==> src/rtl/cr_crc_sched_pkg.sv <==
// cr_crc_sched_pkg: shared types and constants for the CRC frame scheduler.
//   state_t  - scheduler FSM states
//   *_DEF    - default engine widths and init value
//   id_width - bit width of a requester index for a given requester count
package cr_crc_sched_pkg;

  typedef enum logic [1:0] {IDLE, INIT, DATA, DONE} state_t;

  localparam int          DATA_W_DEF     = 64;
  localparam int          CRC_W_DEF      = 32;
  localparam int          VBYTES_W       = 8;
  localparam logic [31:0] INIT_VALUE_DEF = 32'hFFFF_FFFF;

  function automatic int id_width(input int n);
    return (n > 1) ? $clog2(n) : 1;
  endfunction

endpackage

==> src/rtl/cr_crc_sched_rr_arb.sv <==
// cr_crc_sched_rr_arb: round-robin picker over N_REQ request lines.
//   clk, rst : clock, synchronous active-high reset (pointer back to 0)
//   i_req    : request vector
//   i_upd    : accept the current pick; pointer moves to pick+1 (mod N_REQ)
//   o_gnt    : index of the first requester at or after the pointer
//   o_any    : at least one request is present
module cr_crc_sched_rr_arb
  import cr_crc_sched_pkg::*;
#(
  parameter int N_REQ = 4
) (
  input  logic                          clk,
  input  logic                          rst,
  input  logic [N_REQ-1:0]              i_req,
  input  logic                          i_upd,
  output logic [id_width(N_REQ)-1:0]    o_gnt,
  output logic                          o_any
);

  localparam int ID_W = id_width(N_REQ);

  logic [ID_W-1:0] r_ptr;
  int              w_idx;

  // Scan offsets from the far end down so the nearest candidate wins last.
  always_comb begin
    o_gnt = '0;
    o_any = 1'b0;
    w_idx = 0;
    for (int k = N_REQ - 1; k >= 0; k--) begin
      w_idx = (int'(r_ptr) + k) % N_REQ;
      if (i_req[w_idx[ID_W-1:0]]) begin
        o_gnt = w_idx[ID_W-1:0];
        o_any = 1'b1;
      end
    end
  end

  always_ff @(posedge clk) begin
    if (rst) begin
      r_ptr <= '0;
    end else if (i_upd) begin
      r_ptr <= (o_gnt == ID_W'(N_REQ - 1)) ? '0 : o_gnt + 1'b1;
    end
  end

endmodule

==> src/rtl/cr_crc_sched.sv <==
// cr_crc_sched: shares one CRC engine among N_REQ frame sources.
// A frame is granted round-robin on its sof beat, the engine is initialised
// for one cycle, beats of the granted requester are forwarded until eof, and
// the final CRC is then offered on res_* with a valid/ready handshake.
//   clk, rst          : clock, synchronous active-high reset
//   req_*             : per-requester beat stream (slice i = requester i)
//   res_*             : result handshake (crc, owning id, abort flag)
//   crc_*             : connection to the external CRC engine
// Optional build macro CR_CRC_SCHED_TIMEOUT_EN: aborts a frame whose granted
// requester stalls mid-frame for TIMEOUT_CYCLES cycles (res_err=1, res_crc=0).
// Without it res_err is tied 0 and a stalled frame waits indefinitely.
module cr_crc_sched
  import cr_crc_sched_pkg::*;
#(
  parameter int                     N_REQ          = 4,
  parameter int                     N_DATA_WIDTH   = DATA_W_DEF,
  parameter int                     N_CRC_WIDTH    = CRC_W_DEF,
  parameter logic [N_CRC_WIDTH-1:0] INIT_VALUE     = N_CRC_WIDTH'(INIT_VALUE_DEF),
  parameter int                     TIMEOUT_CYCLES = 1024
) (
  input  logic                          clk,
  input  logic                          rst,
  input  logic [N_REQ-1:0]              req_valid,
  output logic [N_REQ-1:0]              req_ready,
  input  logic [N_REQ-1:0]              req_sof,
  input  logic [N_REQ-1:0]              req_eof,
  input  logic [N_REQ*N_DATA_WIDTH-1:0] req_data,
  input  logic [N_REQ*8-1:0]            req_vbytes,
  output logic                          res_valid,
  input  logic                          res_ready,
  output logic [N_CRC_WIDTH-1:0]        res_crc,
  output logic [id_width(N_REQ)-1:0]    res_id,
  output logic                          res_err,
  output logic                          crc_init,
  output logic [N_CRC_WIDTH-1:0]        crc_init_value,
  output logic                          crc_data_valid,
  output logic [N_DATA_WIDTH-1:0]       crc_data_in,
  output logic [7:0]                    crc_data_vbytes,
  output logic                          crc_enable,
  input  logic [N_CRC_WIDTH-1:0]        crc_value
);

  localparam int ID_W = id_width(N_REQ);

  state_t                  r_state;
  logic [ID_W-1:0]         r_gnt;
  logic [ID_W-1:0]         w_arb_gnt;
  logic                    w_any;
  logic                    w_upd;
  logic [N_REQ-1:0]        w_cand;
  logic                    w_valid;
  logic                    w_eof;
  logic [N_DATA_WIDTH-1:0] w_data;
  logic [7:0]              w_vbytes;
  logic                    w_in_data;
  logic                    w_in_done;
  logic                    w_accept;

  // Only a sof beat can open a frame; stray mid-frame beats never win.
  assign w_cand = req_valid & req_sof;
  assign w_upd  = (r_state == IDLE) & w_any;

  cr_crc_sched_rr_arb #(
    .N_REQ (N_REQ)
  ) u_arb (
    .clk   (clk),
    .rst   (rst),
    .i_req (w_cand),
    .i_upd (w_upd),
    .o_gnt (w_arb_gnt),
    .o_any (w_any)
  );

  assign w_valid  = req_valid[r_gnt];
  assign w_eof    = req_eof[r_gnt];
  assign w_data   = req_data[r_gnt*N_DATA_WIDTH +: N_DATA_WIDTH];
  assign w_vbytes = req_vbytes[r_gnt*8 +: 8];

  assign w_in_data = (r_state == DATA);
  assign w_in_done = (r_state == DONE);
  assign w_accept  = w_in_data & w_valid;

  assign req_ready       = w_in_data ? (N_REQ'(1) << r_gnt) : '0;
  assign crc_init        = (r_state == INIT);
  assign crc_init_value  = INIT_VALUE;
  assign crc_data_valid  = w_accept;
  assign crc_data_in     = w_in_data ? w_data : '0;
  assign crc_data_vbytes = w_in_data ? w_vbytes : '0;
  // The engine sees neither init nor data in DONE, so its value is stable.
  assign crc_enable      = w_in_done;
  assign res_valid       = w_in_done;
  assign res_id          = w_in_done ? r_gnt : '0;

`ifdef CR_CRC_SCHED_TIMEOUT_EN
  localparam int TO_W = $clog2(TIMEOUT_CYCLES) + 1;

  logic [TO_W-1:0] r_stall;
  logic            r_err;
  logic            w_timeout;

  assign w_timeout = (r_stall == TO_W'(TIMEOUT_CYCLES - 1));
  assign res_err   = w_in_done & r_err;
  assign res_crc   = (w_in_done & ~r_err) ? crc_value : '0;
`else
  assign res_err   = 1'b0;
  assign res_crc   = w_in_done ? crc_value : '0;
`endif

  always_ff @(posedge clk) begin
    if (rst) begin
      r_state <= IDLE;
      r_gnt   <= '0;
`ifdef CR_CRC_SCHED_TIMEOUT_EN
      r_stall <= '0;
      r_err   <= 1'b0;
`endif
    end else begin
      case (r_state)
        IDLE: begin
          if (w_any) begin
            r_gnt   <= w_arb_gnt;
            r_state <= INIT;
          end
        end
        INIT: begin
          r_state <= DATA;
`ifdef CR_CRC_SCHED_TIMEOUT_EN
          r_stall <= '0;
          r_err   <= 1'b0;
`endif
        end
        DATA: begin
          if (w_accept && w_eof) r_state <= DONE;
`ifdef CR_CRC_SCHED_TIMEOUT_EN
          if (w_accept) begin
            r_stall <= '0;
          end else if (w_timeout) begin
            r_state <= DONE;
            r_err   <= 1'b1;
          end else begin
            r_stall <= r_stall + 1'b1;
          end
`endif
        end
        DONE: begin
          if (res_ready) r_state <= IDLE;
        end
        default: r_state <= IDLE;
      endcase
    end
  end

  // Only the closing beat of a frame may carry a partial byte mask.
  a_full_mid_beats: assert property (@(posedge clk) disable iff (rst)
    (w_accept && !w_eof) |-> (w_vbytes == 8'hFF));

endmodule

==> config.mk <==
export PLATFORM = sky130hd
export DESIGN_NAME = cr_crc_sched
export DESIGN_NICKNAME = d
export VERILOG_FILES = /design/src/rtl/cr_crc_sched_pkg.sv /design/src/rtl/cr_crc_sched_rr_arb.sv /design/src/rtl/cr_crc_sched.sv
export SDC_FILE = /design/constraint.sdc
export NUM_CORES = 1
export LEC_CHECK = 0
export ABC_AREA = 1
export BUFFER_PORTS_ARGS = -buffer_cell sky130_fd_sc_hd__buf_2
export CORE_AREA = 5 5 186 188
export CTS_CLUSTER_DIAMETER = 60
export CTS_CLUSTER_SIZE = 40
export DETAILED_ROUTE_END_ITERATION = 10
export DIE_AREA = 0 0 191 193
export MAX_ROUTING_LAYER = met4
export SETUP_SLACK_MARGIN = 0.05
export SYNTH_ARGS = -nofsm -noshare
export SYNTH_HDL_FRONTEND = slang
export SYNTH_SLANG_ARGS = --single-unit
==> constraint.sdc <==
create_clock -name clk -period 2.8 [get_ports clk]
set_input_delay 0.56 -clock clk [delete_from_list [all_inputs] [get_ports clk]]
set_output_delay 0.56 -clock clk [all_outputs]
set_load 0.005 [all_outputs]
==> results.txt <==
Wire length per cell: 15.4 um
Final Core Density: 16.9%
Leak: 0.00323 uW
Worst path required time: 2.24 ns
Vias in the first global route: 5056
CTS H-tree lvls: 1
Max_slew headroom: 58.4%
Cells after Synth: 498
Switching pwr: 2020 uW
Worst Tran Pin Value: 0.623 ns
Maximum buffer depth of the clock tree: 2
Starting DRT DRC Count: 334
Max VDD drop: 0.678 mV
Postcts setup bufs: 0
Setup-failing EPs final: 0
CP Class: flop to output pin
MaxCap Viol Count: 0
Final critical-path required period: 2.48 ns
Post-Syn Area: 2900 um^2
WL final: 21000 um
Hold path depth: 2
TritonCTS buffer count: 3
Routed met3 length: 2080 um
Horiz. Die Dim: 191 um
Fillers: 3795
Area delta synth->final: 92.1%
Reg area: 120 um^2
Drt drc: 0
Largest net degree at the start of global routing: 78
CTS Sinks: 6
Post-cts resize count: 0
Fin. max-slew vios: 0
Core ar.: 32900 um^2
Outcome: complete, no violations
Post-route ant nets: 0
Setup crit start kind: flop
Logic pwr share: 88.2%
Port Buffers: 448
RePlAce Congestion: 0.825
Via density: 3.98
Int Pwr: 1560 uW
Critical Path, Cell by Cell: nand2_1, inv_2, buf_12, a22oi_1, a21oi_1, buf_2
Metal-1 WL: 8230 um
Worst-path clk slew: 0.03 ns
Starting Density: 8.79%
Worst EP arrival: 1.92 ns
Clock network fraction of total power: 6.4%
Syn Area/Cell: 5.82 um^2
Aggregate global-route resource usage: 9.96%
Sw Share: 56.5%
First-pass GRT wire length: 27800 um
Final-report hold violation count: 0
Async S/R FF share, synth: 0%
Row cnt: 67
Routed via count: 5427
Hold_buf cts: 0
Final HPWL from detailed placement: 17500 um
Synth warn: 0
Hold Path Class: primary input to flop
Highest Signal Layer: met4
Share of post-route cells with drive strength above 1: 52.7%
Final period util: 88.4%
Critical-path maximum fanout: 74
Root buf cell: clkbuf_16
Nets@finish: 1251
R2r worst-path depth: 9
Crit-path max cell delay: 0.53 ns
Final setup skew: 0.000644 ns
Clk Latency, worst-skew pair: 0.23 ns
Synth Flop Type: dfxtp_1
Post-synth EDFFs: 0
PwrDens: 644 nW/um^2
Register area share after synthesis: 4.15%
Area of the multi-input gates: 2250 um^2
TritonCTS clock tree: built
CP Capture Type: output pin
Routed wl met2: 10100 um
Grt ovf: 0
Max Clock Freq: 0.404 GHz
Highest-delay cell along the critical path: dfxtp_1
Initial antenna violation count: 7
Die H: 193 um
RSZ-0062 raised after global routing: false
1st-pass router iterations: 5
Seq pwr share: 5.4%
Ports: 482
Netlist cell types: 22
Die area: 36900 um^2
Post-synthesis sequential element count: 6
Setup TNS Final: 0 ns
[logic make-up after synthesis]
kind of cell | after synthesis | share of synthesized area, %
AOI/OAI and AO/OA | 225 | 51.7
and+or+nand+nor | 131 | 18.9
buffers and inverters | 129 | 22.8
DFF | 6 | 4.15
adders and majority gates | 5 | 2.16
other | 2 | 0.259
[power by group through the flow]
stage	clock network [uW]	logic [uW]	registers (uW)
2_1_floorplan	0	2070	153
3_3_place_gp	0	3070	193
3_5_place_dp	0	3120	195
4_1_cts	235	3130	194
5_1_grt	245	3500	204
6_report	229	3160	195
[flip-flops by register name, indices dropped and copies added (netlist names)]
| signal | flops |
|---|---|
| r_gnt | 2 |
| r_state | 2 |
| u_arb.r_ptr | 2 |
[critical path: cells and delay by family, from the launching register on]
kind | cells | cell delay [ns]
compound gates | 2 | 0.42
buf+inv | 3 | 0.54
flops | 1 | 0.53
simple gates | 1 | 0.14
[area by class of cell]
type | count | area share (%)
repair buffers | 457 | 42.4
well taps | 448 | 10.1
flip-flops and latches | 6 | 2.16
multi-input cells | 394 | 40.4
clock buffers | 3 | 1.35
inverters | 49 | 3.31
diodes | 7 | 0.315
[synthesized netlist by cell type (5+ instances only)]
master    instances  share of area, %
a21oi_1          78                13
a22oi_1         146                38
buf_2            33               5.7
buf_4            34               8.8
clkbuf_1         12               1.6
dfxtp_1           6               4.1
ha_1              5               2.2
inv_1            44               5.7
inv_2             5              0.65
nand2_1          96                12
nand3_1           9               1.6
nor2_1           13               1.7
[final timing paths]
path	from	endpoint	slack, ns
worst min-delay path	rst	r_gnt[1]	0.55
worst max register to register	r_gnt[0]	r_state[0]	0.78
worst min register to register	r_gnt[1]	r_gnt[1]	0.57
worst max-delay path	r_gnt[0]	crc_data_in[0]	0.32
[cells in the final DEF, fill, tap and decap left out, types with 3 or more instances in the layout]
cell type	count
nor3_1	3
clkbuf_16	3
buf_12	4
inv_1	42
nand2_1	96
a21oi_1	78
ha_1	5
inv_2	7
conb_1	33
buf_2	448
a22oi_1	146
nand2_2	3
dfxtp_1	6
buf_4	5
nand3_1	9
diode_2	7
nor2_1	11
[through the flow]
| step | power (uW) | instances | hold slack [ns] | cell area (um^2) | worst slack [ns] |
|---|---|---|---|---|---|
| after global placement | 3270 | 1354 | 0.562 | 5470 | 0.626 |
| final | 3580 | 1364 | 0.553 | 5560 | 0.325 |
| after detailed placement | 3320 | 1354 | 0.568 | 5470 | 0.595 |
| after floorplan | 2220 | 529 | 0.498 | 3010 | 0.887 |
| after CTS | 3560 | 1357 | 0.552 | 5550 | 0.354 |
| after global routing | 3950 | 1364 | 0.564 | 5560 | 0.179 |
[metal layers]
| layer | vias up | GRT usage [%] |
|---|---|---|
| met5 | - | - |
| met4 | 0 | 2.90 |
| met3 | 28 | 2.38 |
| met2 | 371 | 17.1 |
| met1 | 2472 | 11.6 |
| li1 | 2556 | - |
(Power assumes the default switching activity.)
